[src/rtl/stopwatch_pkg.sv]
// Shared definitions for the stopwatch sequencing controller: state encoding,
// default prescaler settings and counter direction values.
package stopwatch_pkg;

  typedef enum logic [1:0] {
    IDLE    = 2'b00,
    RUN     = 2'b01,
    PAUSED  = 2'b10,
    EXPIRED = 2'b11
  } state_t;

  localparam int DEF_TICK_DIV  = 5000000;
  localparam int DEF_FAST_STEP = 5;

  localparam logic UP   = 1'b1;
  localparam logic DOWN = 1'b0;

endpackage

[src/rtl/btn_edge.sv]
// Registered rising-edge detector for one level button input.
// The rise pulse appears one cycle after the button is first seen high.
module btn_edge (
  input  logic clk,
  input  logic reset,
  input  logic btn,
  output logic rise
);

  logic prev;

  // prev resets high so a button held through reset does not fire on release.
  always_ff @(posedge clk or posedge reset) begin
    if (reset) begin
      prev <= 1'b1;
      rise <= 1'b0;
    end else begin
      prev <= btn;
      rise <= btn & ~prev;
    end
  end

endmodule

[src/rtl/stopwatch_ctrl.sv]
// Run state machine, tick prescaler, countdown expiry and lap hold for the
// four-digit stopwatch. All outputs are registered.
module stopwatch_ctrl
  import stopwatch_pkg::*;
#(
  parameter int TICK_DIV  = DEF_TICK_DIV,
  parameter int FAST_STEP = DEF_FAST_STEP
) (
  input  logic       clk,
  input  logic       reset,
  input  logic       start,
  input  logic       stop,
  input  logic       clear,
  input  logic       lap,
  input  logic       dswitch,
  input  logic       time_set,
  input  logic       zero,
  output logic       tick_en,
  output logic       count_up,
  output logic       counter_clr,
  output logic       lap_hold,
  output logic       flash,
  output logic [1:0] state
);

  localparam int PW = $clog2(TICK_DIV + FAST_STEP);

  state_t        state_q;
  logic          fast;
  logic          armed;
  logic [PW-1:0] presc;
  logic [PW-1:0] step;
  logic [PW-1:0] sum;
  logic          expire;
  logic          clear_e;
  logic          stop_e;
  logic          start_e;
  logic          lap_e;

  btn_edge u_clear (.clk(clk), .reset(reset), .btn(clear), .rise(clear_e));
  btn_edge u_stop  (.clk(clk), .reset(reset), .btn(stop),  .rise(stop_e));
  btn_edge u_start (.clk(clk), .reset(reset), .btn(start), .rise(start_e));
  btn_edge u_lap   (.clk(clk), .reset(reset), .btn(lap),   .rise(lap_e));

  assign step   = fast ? PW'(FAST_STEP) : PW'(1);
  assign sum    = presc + step;
  assign expire = armed & zero & (count_up == DOWN);
  assign state  = state_q;

  always_ff @(posedge clk or posedge reset) begin
    if (reset) begin
      state_q     <= IDLE;
      tick_en     <= 1'b0;
      counter_clr <= 1'b0;
      lap_hold    <= 1'b0;
      flash       <= 1'b0;
      count_up    <= UP;
      fast        <= 1'b0;
      armed       <= 1'b0;
      presc       <= '0;
    end else begin
      tick_en     <= 1'b0;
      counter_clr <= 1'b0;
      case (state_q)
        RUN: begin
          // Only edges that act in RUN compete: clear and start are ignored here.
          if (!zero) armed <= 1'b1;
          if (stop_e) begin
            state_q <= PAUSED;
            presc   <= '0;
          end else if (expire) begin
            state_q <= EXPIRED;
            flash   <= 1'b1;
            presc   <= '0;
          end else if (sum >= PW'(TICK_DIV)) begin
            tick_en <= 1'b1;
            presc   <= '0;
          end else begin
            presc <= sum;
          end
          if (!stop_e && lap_e && count_up == UP) lap_hold <= ~lap_hold;
        end
        default: begin
          // Direction and speed track the switches until the next run starts.
          count_up <= dswitch;
          fast     <= time_set;
          presc    <= '0;
          if (clear_e) begin
            state_q     <= IDLE;
            counter_clr <= 1'b1;
            lap_hold    <= 1'b0;
            flash       <= 1'b0;
          end else if (start_e) begin
            state_q  <= RUN;
            lap_hold <= 1'b0;
            flash    <= 1'b0;
            armed    <= 1'b0;
          end else if (lap_e && state_q == PAUSED && count_up == UP) begin
            lap_hold <= ~lap_hold;
          end
        end
      endcase
    end
  end

endmodule

[config.mk]
export PLATFORM = sky130hd
export DESIGN_NAME = stopwatch_ctrl
export DESIGN_NICKNAME = d
export VERILOG_FILES = /design/src/rtl/stopwatch_pkg.sv /design/src/rtl/btn_edge.sv /design/src/rtl/stopwatch_ctrl.sv
export SDC_FILE = /design/constraint.sdc
export NUM_CORES = 1
export LEC_CHECK = 0
export CORE_MARGIN = 8
export CORE_UTILIZATION = 35
export CTS_BUF_LIST = sky130_fd_sc_hd__clkbuf_8
export CTS_CLUSTER_DIAMETER = 50
export DETAILED_ROUTE_END_ITERATION = 8
export PLACE_DENSITY_LB_ADDON = 0.25
export SLEW_MARGIN = 20
export SYNTH_ARGS = -nofsm -noshare
export SYNTH_HDL_FRONTEND = slang
export SYNTH_HIERARCHICAL = 1
export SYNTH_SLANG_ARGS = --single-unit
[constraint.sdc]
create_clock -name clk -period 7.3 [get_ports clk]
set_input_delay 0.73 -clock clk [delete_from_list [all_inputs] [get_ports clk]]
set_output_delay 0.73 -clock clk [all_outputs]
set_load 0.03 [all_outputs]
==> flow_metrics.tcl, run 1 <==
set metrics [dict create \
    post-route-period-util_pct 48.6 \
    r2r-end "presc[2]" \
    finalMaxSlewViolations 0 \
    synth.largest_area_cell "dfrtp_1" \
    cp.buffers_inverters 0 \
    cts_resized 0 \
    gp_congestion 0.781 \
    fin_skew_ns 0.0114 \
    cap_violations 0 \
    grt-ovfl-total 0 \
    clockBufferDepth 2 \
    cts-root-buf "clkbuf_8" \
    min_from "presc[0]" \
    numCtsBuffers 5 \
    yosysSeqAreaShare_pct 45.3 \
    synthFlopType "dfrtp_1" \
    synthesis.nets 235 \
    rr_worst_depth 7 \
    dr.pass1.iters 4 \
    synth_top_area_share_pct 39.4 \
    combPwrFrac_pct 27.7 \
    start_kind "flip-flop" \
    whs_endpoint "presc[0]" \
    hold_viol 0 \
    cp_cell_sequence "nand3_1, or4_1, or4_1, o211ai_2, nand2_2, a211oi_4, nor3_1" \
    pwr-share-clk_pct 26.7 \
    setup_tns_ns 0 \
    synth_most_common_cell "dfrtp_1" \
    io_buffers 15 \
    pwr-share-seq_pct 45.7 \
    setup_violations 0 \
    power_density_nw_per_um2 235 \
    gr-usage-all-layers_pct 11.4 \
    cts_sinks 40 \
    antennaDiodeCount 0 \
    critPathKind "flip-flop to flip-flop" \
    place_ws_ns 3.77 \
    grt_pass1_vias 1689 \
    whs_path_depth 1 \
    path_common_cell "or4_1" \
    synth-edff-count 0 \
    yosysUniqueCellTypes 46 \
    worst_pin_slew_ns 0.960 \
    cts.reportedPaths.clkPinSlew_ns 0.08 \
    grt_setup_unrepaired "false" \
    ys_top_cells_by_count "dfrtp_1 (35), nor3_1 (20), nand2_1 (17)" \
    antenna_found_initial 0 \
    crit_fanout 16 \
    drt-total-wl_microns 4730 \
    nets 249 \
    power.total_mw 0.597 \
    placement.cell_area_sq_um 2450 \
    p_leak_nw 1.00 \
    synth-async-reset-ratio_pct 100 \
    area_growth_pct 14.4 \
    r2r_slack_ns 3.76 \
    syn-cell-area_sq_um 2220 \
    yosys_warnings 6 \
    crit_slowest_cell "or4_1" \
    fp.dieW_microns 95.7 \
    postLayoutCellArea_sq_um 2540 \
    dp_hpwl_microns 3220 \
    required_ns 7.44 \
    htreeDepth 2 \
    post-route-min-period_ns 3.54 \
    switching_share_pct 34.9 \
    wl_per_cell_microns 15.0 \
    ys_seq_elements 40 \
    yosys-top-cells-area "dfrtp_1 (39%), dfstp_2 (5.9%), xnor2_1 (5.9%)" \
    critPathMaxStageDelay_ns 0.89 \
    cts_tree "yes" \
    drc 0 \
    grt_first_pass_wirelength_microns 8100 \
    num_rows 29 \
    postSynthCellCount 224 \
    drtIter0Drc 102 \
    insertion_delay_ns 0.30 \
    max_slew_margin_pct 35.8 \
    cp.arrival_ns 3.68 \
    ir_drop_mv 0.201 \
    ios 16 \
    start_util_pct 35.6 \
    avgSynthCellArea_sq_um 9.93 \
    via_count 1680 \
    setup_slack_ns 3.76 \
    hold_buffers 0 \
    post-cts-setup-buffers 0 \
    routed_via_density 5.32 \
    path_delay_family "simple AND/OR/NAND/NOR gates" \
    p_switching_mw 0.208 \
    power.internal_mw 0.389 \
    ant_nets 0 \
    die_area_sq_um 9160 \
    grt_max_degree 33 \
    fmax_ghz 0.282 \
    drive_gt1_share_pct 15.9 \
    die_h_microns 95.7 \
    status "finished, final reports clean" \
    end_kind "flip-flop" \
    worst_hold_path_type "flip-flop to flip-flop" \
    final_core_util_pct 40.8 \
    r2r-start "presc[3]" \
    core_area_sq_um 6240 \
]
[cell usage in the layout (no fill, tap or decap), types with 3 or more instances in the layout]
master	count
inv_1	10
buf_4	3
nand3_1	6
clkdlybuf4s50_1	15
dfrtp_1	35
and3_1	3
a21oi_1	4
dfstp_2	5
a211oi_1	3
nor2b_4	4
nand2b_1	4
mux2_2	3
nor2_1	10
o21ai_0	8
nor3b_1	6
nor3_1	20
nor3_2	10
and2_1	3
clkbuf_8	6
xnor2_1	15
xor2_1	9
nand2_1	17
nor4_1	7
[worst register-to-register path, cell delays in order (launching register included)]
cell,delay (ns)
dfrtp_1,0.41
nand3_1,0.33
or4_1,0.90
or4_1,0.63
o211ai_2,0.09
nand2_2,0.10
a211oi_4,0.81
nor3_1,0.12
[registers in the layout (all words and copies together) (netlist names)]
register	count
flash	1
u_lap/rise	1
lap_hold	1
fast	1
u_start/rise	1
u_start/prev	1
u_stop/prev	1
counter_clr	1
tick_en	1
state	2
armed	1
presc	23
u_stop/rise	1
count_up	1
u_lap/prev	1
u_clear/rise	1
u_clear/prev	1
[kinds of logic (layout without fill, tap and decap cells)]
kind of cell,count (synthesis),after routing,synth area share [%]
adder cells (fa/ha/maj),2,2,1.13
XOR/XNOR,24,24,9.45
AO/OA/AOI/OAI,32,32,10.5
buffers and inverters,21,36,3.94
AND/OR/NAND/NOR,101,101,27.7
flip-flops,40,40,45.3
multiplexers,4,4,1.97
[stage by stage]
step	cells	hold WS (ns)
after detailed placement	308	0.478
after global placement	308	0.479
after floorplan	224	0.449
final	316	0.485
after global routing	316	0.512
after CTS	316	0.490
[routing by layer]
metal	routed length (microns)	global-route usage, %	vias up	part of all wire [%]
met5	0	0	-	0
met4	46	4.48	0	0.97
met3	262	3.74	6	5.5
met2	2250	17.9	42	48
met1	2170	14.2	816	46
li1	-	-	816	-
[power by group through the flow]
stage / logic [mW] / registers (mW) / clock network [mW]
final: 0.165 / 0.273 / 0.159
after global routing: 0.179 / 0.277 / 0.172
after CTS: 0.167 / 0.273 / 0.164
after detailed placement: 0.166 / 0.277 / 0
after global placement: 0.166 / 0.277 / 0
after floorplan: 0.0835 / 0.295 / 0
[area by class of cell]
type / instances / area (sq um)
Timing Repair Buffer: 18 / 173
Sequential cell: 40 / 1010
Inverter: 10 / 37.5
Clock inverter: 2 / 15.0
Clock buffer: 6 / 82.6
Tap cell: 77 / 96.3
Multi-Input combinational cell: 163 / 1130
Fill cell: 610 / 3700
[worst max-delay path by stage]
stage	slack [ns]	startpoint	cells after the start	endpoint
2_1_floorplan	4.69	fast	9	presc[11]
3_3_place_gp	3.76	presc[3]	7	presc[1]
3_5_place_dp	3.77	presc[3]	7	presc[22]
4_1_cts	3.73	presc[3]	7	presc[2]
5_1_grt	3.48	presc[3]	7	presc[3]
6_report	3.76	presc[3]	7	presc[2]
(Power assumes the default switching activity.)
==> run 2: changes to the inputs <==
==> constraint.sdc (replaced) <==
create_clock -name clk -period 3.1 [get_ports clk]
set_input_delay 0.31 -clock clk [delete_from_list [all_inputs] [get_ports clk]]
set_output_delay 0.31 -clock clk [all_outputs]
set_load 0.03 [all_outputs]
==> run 2 against run 1 <==
Wire length increased by 0.97%; critical path depth increased by 3; worst hold slack worse by 0.20 ns; clock power increased by 120%; sequential power rose by 140%; utilization increased by 0.92 points.
==> flow_metrics.tcl, run 2 (same netlist as run 1, synthesis figures left out) <==
set metrics [dict create \
    worst_hold_path_type "primary input to async pin" \
    met3_length_microns 275 \
    grt_setup_unrepaired "false" \
    regMostFlops "presc" \
    hold_buffers 0 \
    drtIter0Drc 65 \
    num_rows 29 \
    final_cell_mix "dfrtp_1 (35), nor3_1 (19), nand2_1 (17)" \
    die_area_sq_um 9160 \
    post-route-min-period_ns 2.87 \
    switching_share_pct 35.4 \
    crit_fanout 15 \
    ios 16 \
    gp_congestion 0.790 \
    ant_nets 0 \
    required_ns 3.25 \
    numCtsBuffers 5 \
    largest_reg_flops 23 \
    finalMaxSlewViolations 0 \
    cts-root-buf "clkbuf_8" \
    start_kind "flip-flop" \
    clockBufferDepth 2 \
    ir_drop_mv 0.380 \
    via_count 1673 \
    start_util_pct 35.6 \
    drt-total-wl_microns 4770 \
    setup_slack_ns 0.228 \
    pwr-share-seq_pct 46.6 \
    status "finished, final reports clean" \
    cts.reportedPaths.clkPinSlew_ns 0.08 \
    combPwrFrac_pct 28.4 \
    mostFrequentLayoutCell "dfrtp_1" \
    power_density_nw_per_um2 531 \
    setup_tns_ns 0 \
    fin_skew_ns 0.00822 \
    die_h_microns 95.7 \
    wl_met1_microns 2270 \
    routed_via_density 5.18 \
    wl_met2_microns 2170 \
    hold_viol 0 \
    dp_hpwl_microns 3340 \
    core_area_sq_um 6240 \
    critPathKind "flip-flop to flip-flop" \
    post-route-period-util_pct 92.6 \
    p_leak_nw 1.04 \
    gr-usage-all-layers_pct 11.7 \
    insertion_delay_ns 0.30 \
    power.internal_mw 0.893 \
    fp.dieW_microns 95.7 \
    dr.pass1.iters 4 \
    topRoutingLayerUsed "met4" \
    cts_sinks 40 \
    grt_first_pass_wirelength_microns 8380 \
    cap_violations 0 \
    grt-ovfl-total 0 \
    area_growth_pct 17.0 \
    cts_tree "yes" \
    wl_per_cell_microns 14.8 \
    antennaDiodeCount 0 \
    cp.arrival_ns 3.02 \
    fill_cells 631 \
    antenna_found_initial 0 \
    drc 0 \
    grt_pass1_vias 1722 \
    post-cts-setup-buffers 0 \
    drive_gt1_share_pct 18.7 \
    fmax_ghz 0.348 \
    p_switching_mw 0.490 \
    place_ws_ns 0.169 \
    cts_resized 0 \
    htreeDepth 2 \
    setup_violations 0 \
    max_slew_margin_pct 49.4 \
    pwr-share-clk_pct 25.0 \
    io_buffers 15 \
    grt_max_degree 33 \
    end_kind "flip-flop" \
    nets 256 \
    worst_pin_slew_ns 0.755 \
]
## run 2: changes by cell type in the layout (fill, tap and decap cells not counted), sizes merged
| cell | change |
|---|---|
| clkbuf | -1 |
| clkinvlp | -1 |
| inv | +1 |
| clkinv | +1 |
| buf | +7 |
## run 2: metal layers
layer / GRT usage, % / vias up
li1: - / 828
met1: 15.1 / 810
met2: 17.9 / 29
met3: 3.67 / 6
met4: 4.23 / 0
met5: 0 / -
## run 2: worst paths after layout
check / startpoint / slack (ns) / cells after the start / endpoint
max: fast / 0.23 / 10 / presc[2]
min: reset / 0.29 / 2 / u_stop/rise
max reg2reg: fast / 0.23 / 10 / presc[2]
min reg2reg: u_clear/prev / 0.50 / 1 / u_clear/rise
max in group asynchronous: reset / 2.24 / 3 / count_up
min in group clk: stop / 0.45 / 1 / u_stop/prev
## run 2: layout make-up
class / instances / area [sq um] / share of cell area, %
inverter: 10 / 37.5 / 1.44
timing repair buffer: 25 / 225 / 8.66
sequential: 40 / 1010 / 38.7
tap: 77 / 96.3 / 3.70
clock buffer: 5 / 68.8 / 2.65
clock inverter: 3 / 16.3 / 0.625
multi-input combinational: 163 / 1150 / 44.2
## run 2: power by group through the flow
| stage | clock, mW | sequential [mW] | combinational, mW |
|---|---|---|---|
| 5_1_grt | 0.373 | 0.655 | 0.432 |
| 3_5_place_dp | 0 | 0.653 | 0.400 |
| 3_3_place_gp | 0 | 0.654 | 0.390 |
| 2_1_floorplan | 0 | 0.695 | 0.197 |
| 6_report | 0.345 | 0.645 | 0.393 |
| 4_1_cts | 0.360 | 0.646 | 0.401 |
## run 2: worst max-delay path, cell delays in order (launching register included)
cell	delay, ns
dfrtp_1	0.38
ha_1	0.35
a31oi_1	0.10
buf_4	0.20
nor3_2	0.27
mux2_2	0.37
a21boi_0	0.30
nor2_1	0.15
a211oi_4	0.27
buf_4	0.25
nor3_1	0.07
## run 2: stage by stage
stage / hold slack [ns] / power (mW) / util, % / cell area, sq um / cells
finish: 0.288 / 1.38 / 41.7 / 2600 / 323
detailed placement: 0.480 / 1.05 / 40.2 / 2510 / 315
global placement: 0.479 / 1.04 / 40.0 / 2500 / 315
CTS: 0.290 / 1.41 / 41.5 / 2590 / 323
global route: 0.318 / 1.46 / 41.7 / 2600 / 323
floorplan: 0.0505 / 0.892 / - / 2220 / 224
